### src/rtl/alu_exec_unit.sv
// Multi-cycle ALU execute unit: single-cycle ALU ops, 16-cycle shift-add multiply,
// and a one-cycle register-file write-back strobe.
module alu_exec_unit (
  input  logic        clk,
  input  logic        rst,
  input  logic        start,
  input  logic [3:0]  op,
  input  logic [2:0]  dest,
  input  logic        wb_en,
  input  logic [15:0] data1,
  input  logic [15:0] data2,
  output logic        busy,
  output logic        done,
  output logic [15:0] result,
  output logic        zero,
  output logic        err,
  output logic        RegWrite,
  output logic [2:0]  write_reg,
  output logic [15:0] write_data
);

  typedef enum logic [1:0] {IDLE, EXEC, MUL, WB} state_t;

  state_t      state_q, state_d;
  logic [15:0] a_q, a_d, b_q, b_d, acc_q, acc_d;
  logic [3:0]  op_q, op_d, cnt_q, cnt_d;
  logic [2:0]  dest_q, dest_d, write_reg_q, write_reg_d;
  logic        wben_q, wben_d, err_q, err_d, done_q, done_d, reg_write_q, reg_write_d;
  logic [15:0] result_q, result_d, write_data_q, write_data_d;

  logic [15:0] alu_res, acc_nxt;
  logic        alu_ill;
  logic [3:0]  sh;

  assign sh = b_q[3:0];

  always_comb begin
    alu_res = 16'd0;
    alu_ill = 1'b0;
    case (op_q)
      4'd0:    alu_res = a_q + b_q;
      4'd1:    alu_res = a_q - b_q;
      4'd2:    alu_res = a_q & b_q;
      4'd3:    alu_res = a_q | b_q;
      4'd4:    alu_res = a_q ^ b_q;
      4'd5:    alu_res = ~a_q;
      4'd6:    alu_res = {15'd0, $signed(a_q) < $signed(b_q)};
      4'd7:    alu_res = a_q << sh;
      4'd8:    alu_res = a_q >> sh;
      4'd9:    alu_res = $signed(a_q) >>> sh;
      default: alu_ill = 1'b1;  // MUL never reaches EXEC, so 10 lands here harmlessly
    endcase
  end

  always_comb begin
    state_d      = state_q;
    a_d          = a_q;
    b_d          = b_q;
    acc_d        = acc_q;
    op_d         = op_q;
    cnt_d        = cnt_q;
    dest_d       = dest_q;
    wben_d       = wben_q;
    err_d        = err_q;
    done_d       = 1'b0;
    reg_write_d  = 1'b0;
    result_d     = result_q;
    write_reg_d  = write_reg_q;
    write_data_d = write_data_q;
    acc_nxt      = acc_q + (b_q[0] ? a_q : 16'd0);
    case (state_q)
      IDLE: if (start) begin
        a_d     = data1;
        b_d     = data2;
        op_d    = op;
        dest_d  = dest;
        wben_d  = wb_en;
        acc_d   = 16'd0;
        cnt_d   = 4'd0;
        state_d = (op == 4'd10) ? MUL : EXEC;
      end
      EXEC: begin
        result_d     = alu_res;
        err_d        = alu_ill;
        write_reg_d  = dest_q;
        write_data_d = alu_res;
        done_d       = 1'b1;
        reg_write_d  = wben_q & ~alu_ill;
        state_d      = WB;
      end
      MUL: begin
        // multiplicand walks left, multiplier walks right: bit cnt_q of B is in b_q[0]
        acc_d = acc_nxt;
        a_d   = a_q << 1;
        b_d   = b_q >> 1;
        cnt_d = cnt_q + 4'd1;
        if (cnt_q == 4'd15) begin
          result_d     = acc_nxt;
          err_d        = 1'b0;
          write_reg_d  = dest_q;
          write_data_d = acc_nxt;
          done_d       = 1'b1;
          reg_write_d  = wben_q;
          state_d      = WB;
        end
      end
      WB:      state_d = IDLE;
      default: state_d = IDLE;
    endcase
  end

  always_ff @(posedge clk or posedge rst) begin
    if (rst) begin
      state_q      <= IDLE;
      a_q          <= 16'd0;
      b_q          <= 16'd0;
      acc_q        <= 16'd0;
      op_q         <= 4'd0;
      cnt_q        <= 4'd0;
      dest_q       <= 3'd0;
      wben_q       <= 1'b0;
      err_q        <= 1'b0;
      done_q       <= 1'b0;
      reg_write_q  <= 1'b0;
      result_q     <= 16'd0;
      write_reg_q  <= 3'd0;
      write_data_q <= 16'd0;
    end else begin
      state_q      <= state_d;
      a_q          <= a_d;
      b_q          <= b_d;
      acc_q        <= acc_d;
      op_q         <= op_d;
      cnt_q        <= cnt_d;
      dest_q       <= dest_d;
      wben_q       <= wben_d;
      err_q        <= err_d;
      done_q       <= done_d;
      reg_write_q  <= reg_write_d;
      result_q     <= result_d;
      write_reg_q  <= write_reg_d;
      write_data_q <= write_data_d;
    end
  end

  assign busy       = (state_q != IDLE);
  assign done       = done_q;
  assign result     = result_q;
  assign zero       = (result_q == 16'd0);
  assign err        = err_q;
  assign RegWrite   = reg_write_q;
  assign write_reg  = write_reg_q;
  assign write_data = write_data_q;

endmodule

### config.mk
export PLATFORM = sky130hd
export DESIGN_NAME = alu_exec_unit
export DESIGN_NICKNAME = d
export VERILOG_FILES = /design/src/rtl/alu_exec_unit.sv
export SDC_FILE = /design/constraint.sdc
export NUM_CORES = 1
export LEC_CHECK = 0
export CAP_MARGIN = 5
export CORE_MARGIN = 4
export CORE_UTILIZATION = 35
export DETAILED_ROUTE_END_ITERATION = 10
export PLACE_DENSITY = 0.65
export RECOVER_POWER = 100
export SYNTH_ARGS = -nofsm -noshare
export SYNTH_HDL_FRONTEND = slang
export SYNTH_SLANG_ARGS = --single-unit
### constraint.sdc
create_clock -name clk -period 3.3 [get_ports clk]
set_clock_uncertainty 0.05 [all_clocks]
set_input_delay 0.33 -clock clk [delete_from_list [all_inputs] [get_ports clk]]
set_output_delay 0.33 -clock clk [all_outputs]
set_load 0.03 [all_outputs]
# Yosys cells after proc, flatten, opt, wreduce, memory -nomap -nowiden

Index checks and enable logic that the tools add are counted.

Flip-flop bits (word level): 84
Bits of input ports: 43
Output and inout bits: 40

$add $sub $neg: 4
Magnitude comparators: 1
Equality and inequality tests: 16
Shift operators: 3
Muxes and demuxes: 25
Bitwise operators: 5
Reduce and logical (&&, ||, !) cells: 11

Operator list:

| kind               | count |
|---|---|
| $pmux 16 s10       | 1 |
| $pmux 16 s2        | 4 |
| $mux 16            | 5 |
| $add 16x16->16     | 2 |
| $and 16x16->16     | 1 |
| $eq 4x3->1 const B | 4 |
| $eq 4x4->1 const B | 4 |
| $logic_not 16->1   | 1 |
| $lt 16x16->1       | 1 |
| $not 16->16        | 1 |
| $or 16x16->16      | 1 |
| $shl 16x4->16      | 1 |
| $shr 16x4->16      | 1 |
| $sshr 16x4->16     | 1 |
| $sub 16x16->16     | 1 |
| $xor 16x16->16     | 1 |
| $reduce_or 10->1   | 1 |
| $eq 4x2->1 const B | 2 |
| $pmux 2 s4         | 1 |
| $pmux 4 s2         | 1 |
| $reduce_and 2->1   | 4 |
| $mux 2             | 3 |
| $pmux 1 s2         | 3 |
| $pmux 3 s2         | 1 |
| 12 further kinds   | 19 |

# Depth between registers and ports, before layout

Gate-level depths: netlist of the first run.

Depth in word-level cells: 4
Gate-level depth with buffers: 15

# Least setup slack after synthesis of the first run

Ideal clock, no wire load.

Kind: flip-flop to flip-flop
Start point: register b_q[0]
End point: register result_q[15] (netlist: result[15])
Setup time: 0.080 ns
Data arrival time: 3.191 ns
Data required time: 3.170 ns
Slack: -0.021 ns
Stages on the path, launching flop included: 16
Clock period less this slack: 3.321 ns
Cells stage by stage: dfrtp_1 > buf_2 > inv_2 > buf_1 > clkbuf_1 > nor2_1 > ha_1 > a21o_1 > a21o_1 > nor3b_2 > o31ai_1 > o41ai_2 > xor2_1 > xor2_1 > nand3_1 > o211ai_2

Longest elaborated chain between the ends: 4

RTL lines:

| element                                                | line | text |
|---|---|---|
| start, declared                                        | 25   | `logic [15:0] a_q, a_d, b_q, b_d, acc_q, acc_d;` |
| start signal, assigned                                 | 116  | `b_q <= 16'd0;` |
| start signal, assigned                                 | 131  | `b_q <= b_d;` |
| branches (longest 3 deep; another with $sub 16x16->16) | -    |  |
| $pmux 16 s2 *                                          | 71   | `case (state_q)` |
| end signal, assigned                                   | 140  | `result_q <= result_d;` |
| end, declared                                          | 29   | `logic [15:0] result_q, result_d, write_data_q, write_data_d;` |

Every way passes the cells marked *. The select of a mux whose other input is x is not followed.
A chain may end at the register's enable or synchronous reset.

# Worst setup path after layout of the first run

Start point: register b_q[1]
End point: register result_q[13] (netlist: result[13])

Longest elaborated chain between the ends: 3

RTL lines:

| element                                | line | text |
|---|---|---|
| $sub 16x16->16 (tied with other cells) | 42   | `4'd1: alu_res = a_q - b_q;` |
| $pmux 16 s10 *                         | 40   | `case (op_q)` |
| $pmux 16 s2 *                          | 71   |  |

Mark *: on every way between the ends. The rest lies on a longest branch, timed or not.

==> results of run 1 <==
how the worst min path moves through the flow:
stage / to / slack [ps]
after floorplan: write_reg[0] / 380
final: write_reg[2] / 420
after global placement: write_reg[2] / 390
after CTS: cnt_q[1] / 330
after detailed placement: write_reg[2] / 400
after global routing: write_reg[2] / 450
cell families after synthesis:
group | count (synthesis) | synth area share, %
AOI/OAI and AO/OA | 319 | 25.2
and+or+nand+nor | 317 | 17.1
buffers and inverters | 143 | 7.59
DFF | 84 | 25.4
muxes | 73 | 11.0
adders and majority gates | 73 | 11.3
xor gates and xnor gates | 22 | 2.33
stage by stage:
stage / setup WS, ps / instances / hold WS (ps)
3_5_place_dp: -60.3 / 1389 / 403
5_1_grt: 10.3 / 1405 / 451
3_3_place_gp: -23.0 / 1389 / 391
6_report: 111 / 1405 / 417
4_1_cts: 32.5 / 1405 / 327
2_1_floorplan: 75.9 / 1031 / 383
worst register-to-register path: cells and delay by family, from the launching register on:
kind | cells | cell delay, ps
and+or+nand+nor | 1 | 190
adders and majority gates | 1 | 340
buffers and inverters | 1 | 250
DFF | 1 | 470
AOI/OAI and AO/OA | 8 | 1770
cells in the mapped netlist, drive strengths merged, types with 21 or more instances:
| library cell | number |
|---|---|
| a211oi | 21 |
| inv | 51 |
| o21ai | 103 |
| nand2 | 127 |
| ha | 70 |
| clkbuf | 54 |
| nor2 | 103 |
| a21oi | 59 |
| dfrtp | 84 |
| mux2i | 48 |
| buf | 37 |
area by class of cell:
cell class	instances	area, um^2	area share [%]
multi-input cells	804	5570	57.0
flip-flops and latches	84	2100	21.5
clock buffers	10	229	2.34
clock inverters	6	53.8	0.551
well taps	313	392	4.01
inverters	52	196	2.01
repair buffers	136	1230	12.6
layer usage:
layer	global-route usage [%]	up-vias	part of all wire, %
met4	8.38	0	3.9
li1	-	3824	-
met3	4.59	61	7.5
met1	30.0	3877	44
met5	0	-	0
met2	32.8	335	44
repair_timing:
action,CTS,global route
resized for setup,1,4
cloned,0,0
pin swaps,0,0
setup endpoints to repair,1,4
power by group:
group          internal [mW]  total [mW]  switching (mW)  leakage, nW
combinational           3.37        8.98            5.60         3.03
clock                  0.527        1.02           0.496        0.136
sequential              1.53        2.08           0.552         1.06
total                   5.43        12.1            6.65         4.22
==> results by group, run 1 <==
Outcome
  • Status: finished with violations
  • Failing checks: capacitance limit, slew limit

Detailed routing
  • Wirelength per Cell: around 20 um
  • Routed WL: 28.5 mm
  • Routed Antenna Nets: 0
  • Via density per instance: roughly 5.8
  • Vias: between 8000 and 9000
  • Initial DRT Pass Iterations: 6
  • DRC Markers: 0
  • Detailed Route Iter0 Violations: 808

Placement
  • Port bufs: roughly 80
  • Post-place instance area: about 0.0095 mm^2
  • GP Congestion: between 0.9 and 1
  • Final HPWL DP: 22.2 mm

Timing
  • Setup TNS: 0 ps
  • Rel. slew slack: -6.68%
  • Post-route minimum period: 3190 ps
  • Final Max Tran Viols: 34
  • Worst Tran Pin Value: approximately 1600 ps
  • Final period utilization: a little over nine tenths
  • Final Hold Fails: 0
  • Final setup vio count: 0
  • Max Fclk: about 310 MHz
  • RSZ-0062 raised after global routing: false

Cells and area
  • Layout Utilization: approximately 43%
  • Commonest cells after routing, fill and taps aside: nand2_1, nor2_1, o21ai_0, dfrtp_1, ha_1
  • Nets: 1203
  • Commonest non-fill, non-tap cell in the layout: nand2_1
  • Proportion of layout cells with a drive suffix above 1: around a tenth
  • Layout area overhead: 18.2%
  • Diodes inserted: 0
  • # fillers: 2292
  • Post-route cell area: 0.00977 mm^2

Power and ir drop
  • Worst VDD drop: approximately 600 uV
  • Power per standard cell area: 1240 mW/mm^2
  • Lkg Pwr: around 4.2 nW
  • Total power: between 10 and 15 mW

Die
  • Placement row count: 55
  • Core area: 0.0229 mm^2
  • Die Ht: approximately 160 um
  • I/O pin cnt: 83
  • Die area: about 0.026 mm^2
  • Initial Util: between 30% and 40%
  • Die X: about 160 um

Synthesis
  • Most area-consuming cells after synthesis: dfrtp_1, ha_1, mux2i_1
  • EDFF count, synth: 0
  • Top cell type's share of synthesized area: about a quarter
  • Ys flop type: dfrtp_1
  • Yosys reg bits: 84
  • Dominant cell type by area after synthesis: dfrtp_1
  • Post-synth net total: approximately 1100
  • Asr flop ratio synth: 100%
  • Sequential-to-total area share from yosys stat: around 25%
  • Avg Cell Area, Syn: approximately 8 um^2
  • Ys Warns: 0
  • Mapped Area: between 0.008 and 0.009 mm^2
  • Syn Inst Count: slightly above 1000
  • Post-synth cell types: between 70 and 80

Setup path
  • Critical path endpoint category: flip-flop
  • WP depth: 11
  • Crit Path Class: flip-flop to flip-flop
  • Reg2reg start: b_q[1]
  • Cell family with most CP delay: compound AO/OA/AOI/OAI gates
  • Reg2reg path depth: 11
  • Slowest-stage cell, CP: dfrtp_2
  • Crit Path Max Fanout: 6
  • Reg2reg end: result[13]
  • Crit path cell chain: inv_1 > ha_1 > a211oi_2 > o21bai_1 > o2111ai_1 > nand2_1 > a21o_1 > a211oi_1 > a21oi_1 > o41ai_2 > a31oi_1
  • Critical Path RT: 3480 ps
  • CP Capture Point: result[13]
  • Worst setup SP type: flip-flop
  • Critical path buffers and inverters: 1
  • FF-to-FF setup slack: 110 ps
  • CP startpoint: b_q[1]
  • Critical Path AT: ~3400 ps
  • Largest stage delay on the critical path: between 400 and 500 ps

Global route
  • Largest net degree at the start of global routing: ~50
  • Overall Global Routing Usage: a little over a fifth
  • Total gr overflow: 0
  • First-pass GRT wire length: 44.7 mm
  • Vias in the first global route: roughly 7700
  • Antenna violations before repair: 0

Job
  • Max-cap violation count: 1

Min path
  • Hold WC Path Type: flip-flop to flip-flop
  • Worst Hold Depth: 2
  • Hold_sp: dest_q[2]

Clock tree
  • Clk_lat worst skew: ~360 ps
  • Setup Fix Bufs, Post-CTS: 0
  • Clk root buf: clkbuf_16
  • Hold-fix buffers, CTS: 0
  • Inserted Clock Buffers: 9
  • CTS tree: yes
  • TritonCTS Sinks: 84
  • Clk slew on worst S/H paths: roughly 70 ps
  • H-tree level count: 3
  • Maximum clock path buffer count: 2
(Power assumes the default switching activity.)
==> run 2, diff against run 1 <==
--- a/config.mk
+++ b/config.mk
@@ -6,7 +6,7 @@
 export NUM_CORES = 1
 export LEC_CHECK = 0
 export CAP_MARGIN = 5
-export CORE_MARGIN = 4
+export CORE_MARGIN = 5
 export CORE_UTILIZATION = 35
 export DETAILED_ROUTE_END_ITERATION = 10
 export PLACE_DENSITY = 0.65
==> run 2 against run 1 <==
Compared with the run above: the run still ends with capacitance limit, slew limit left; first-iteration DRC count grew 3.1%; sequential share of layout area down 0.19 points; critical path type unchanged; count of clock-buffer cells in the layout down 1; maximum frequency about the same; routed wire length up 2.4%; sequential cell count stayed put; critical path depth did not move; worst hold slack barely moved; utilization shrank 0.40 points; highest routed layer unchanged; register-to-register slack about the same; die area up 2.5%; final area is 0.87% higher.
==> results by group, run 2 (synthesis gave the netlist of run 1 again) <==
Setup path
  • Cell family with most CP delay: compound AO/OA/AOI/OAI gates
  • Critical path endpoint category: flip-flop
  • WP depth: 11 (unchanged)
  • Crit Path Max Fanout: 28 (+22)
  • Critical Path RT: 3470 ps (about the same)
  • FF-to-FF setup slack: 110 ps (about the same)
  • Reg2reg path depth: 11 (unchanged)
  • Reg2reg start: b_q[1]
  • Worst setup SP type: flip-flop
  • Largest stage delay on the critical path: 460 ps (about the same)
  • Critical path buffers and inverters: 1 (unchanged)
  • Critical Path AT: 3350 ps (-20 ps)
  • Crit Path Class: flip-flop to flip-flop
  • Crit path cell chain: buf_4 > ha_1 > a211oi_2 > o21bai_1 > o2111ai_1 > nand2_2 > a21o_1 > a211oi_1 > a21oi_1 > o41ai_2 > a31oi_1
  • Reg2reg end: result[13]
  • Slowest-stage cell, CP: dfrtp_2

Detailed routing
  • Detailed Route Iter0 Violations: 833 (+3.1%)
  • Routed WL: 29.2 mm (+2.4%)
  • Wirelength per Cell: 20.6 um (+1.5%)
  • Initial DRT Pass Iterations: 6 (unchanged)
  • Vias: 8228 (+1.6%)
  • Routed Antenna Nets: 0 (unchanged)
  • Via density per instance: 5.80 (+0.69%)
  • DRC Markers: 0 (unchanged)

Global route
  • Overall Global Routing Usage: 21.7% (+0.15 points)
  • First-pass GRT wire length: 45.1 mm (+0.94%)
  • Total gr overflow: 0 (unchanged)
  • Antenna violations before repair: 0 (unchanged)
  • Vias in the first global route: 7790 (+1.5%)
  • Largest net degree at the start of global routing: 50 (+2.0%)

Cells and area
  • Register area: 0.00210 mm^2 (unchanged)
  • Post-route cell area: 0.00985 mm^2 (+0.87%)
  • Multi-input gate area: 0.00557 mm^2 (about the same)
  • Nets: 1210 (+0.58%)
  • Diodes inserted: 0 (unchanged)
  • # fillers: 2365 (+3.2%)
  • Commonest cells after routing, fill and taps aside: nand2_1, nor2_1, o21ai_0, dfrtp_1, ha_1
  • Layout area overhead: 19.3%
  • Layout Utilization: 42.2% (-0.40 points)
  • Proportion of layout cells with a drive suffix above 1: 11.4% (+0.84 points)
  • Commonest non-fill, non-tap cell in the layout: nand2_1
  • Finished Layout Cells: 1418 (+0.93%)

Clock tree
  • Maximum clock path buffer count: 2 (unchanged)
  • Clk_lat worst skew: 360 ps (about the same)
  • Clk root buf: clkbuf_16
  • CTS tree: yes
  • Inserted Clock Buffers: 9 (unchanged)
  • Hold-fix buffers, CTS: 0 (unchanged)
  • Clk slew on worst S/H paths: 70 ps (about the same)
  • H-tree level count: 3 (unchanged)
  • TritonCTS Sinks: 84 (unchanged)

Job
  • Max-cap violation count: 1 (unchanged)

Min path
  • Hold_sp: dest_q[0]
  • Worst Hold Depth: 2 (unchanged)
  • Hold path endpoint: write_reg[0]
  • Hold WC Path Type: flip-flop to flip-flop

Timing
  • Post-route minimum period: 3190 ps (-1.36 ps)
  • Final Hold Fails: 0 (unchanged)
  • Final setup vio count: 0 (unchanged)
  • Max Fclk: 314 MHz (about the same)
  • Min Hold Slack: 417 ps (+0.395 ps)
  • Rel. slew slack: -12.1% (-5.4 points)
  • Final Max Tran Viols: 36 (+5.9%)
  • Final period utilization: 96.6% (about the same)
  • Worst Tran Pin Value: 1670 ps (+80.5 ps)
  • RSZ-0062 raised after global routing: true

Die
  • Placement row count: 56 (+1.8%)
  • Initial Util: 35.4% (-0.64 points)
  • I/O pin cnt: 83 (unchanged)
  • Die Ht: 164 um (+1.2%)
  • Core area: 0.0233 mm^2 (+1.8%)
  • Die area: 0.0268 mm^2 (+2.5%)
  • Die X: 164 um (+1.2%)

Outcome
  • Status: finished with violations
  • Failing checks: capacitance limit, slew limit

Placement
  • Final HPWL DP: 22.4 mm (+1.1%)
  • GP Congestion: 0.966 (-1.8%)
  • Placed insts: 1400 (+0.79%)
  • Post-place instance area: 0.00953 mm^2 (+0.47%)
  • Port bufs: 82 (unchanged)
run 2: how the worst max path moves through the flow:
| stage | start | to |
|---|---|---|
| 5_1_grt | b_q[1] | result[13] |
| 2_1_floorplan | b_q[0] | result[15] |
| 3_5_place_dp | b_q[1] | result[13] |
| 3_3_place_gp | b_q[1] | result[13] |
| 6_report | b_q[1] | result[13] |
| 4_1_cts | b_q[1] | result[13] |
run 2: layer usage:
layer	global-route usage [%]	vias up	wire, um
li1	-	3829	-
met1	29.8	4014	12700
met2	34.6	317	13600
met3	2.70	68	1810
met4	9.07	0	1160
met5	0	-	0
run 2: per-stage QoR:
stage	setup TNS [ps]	setup slack (ps)
after floorplan	0	75.9
after global placement	-70.5	-70.5
after detailed placement	-87.9	-87.9
after CTS	0	31.4
after global routing	-12.7	-8.74
final	0	112
run 2: tightest hold or removal path, stage by stage (launching register included):
cell and delay [ps]:
dfrtp_1 340, nand2_1 50, nand2_1 50
run 2: final cells by class:
| class | count | share of cell area, % |
|---|---|---|
| multi-input cells | 804 | 56.5 |
| flip-flops and latches | 84 | 21.3 |
| repair buffers | 143 | 13.0 |
| well taps | 319 | 4.05 |
| clock buffers | 9 | 2.29 |
| inverters | 52 | 2.03 |
| clock inverters | 7 | 0.775 |
run 2: timing repair:
item,in CTS,in global routing
cloned,0,0
gates resized for setup,1,5
pin swaps,0,1
buffers inserted,0,2
endpoints found under the setup margin,1,4
Power of run 2 is not shown: default switching activity piles up to over one toggle a cycle in this logic, so the estimate is an artifact.
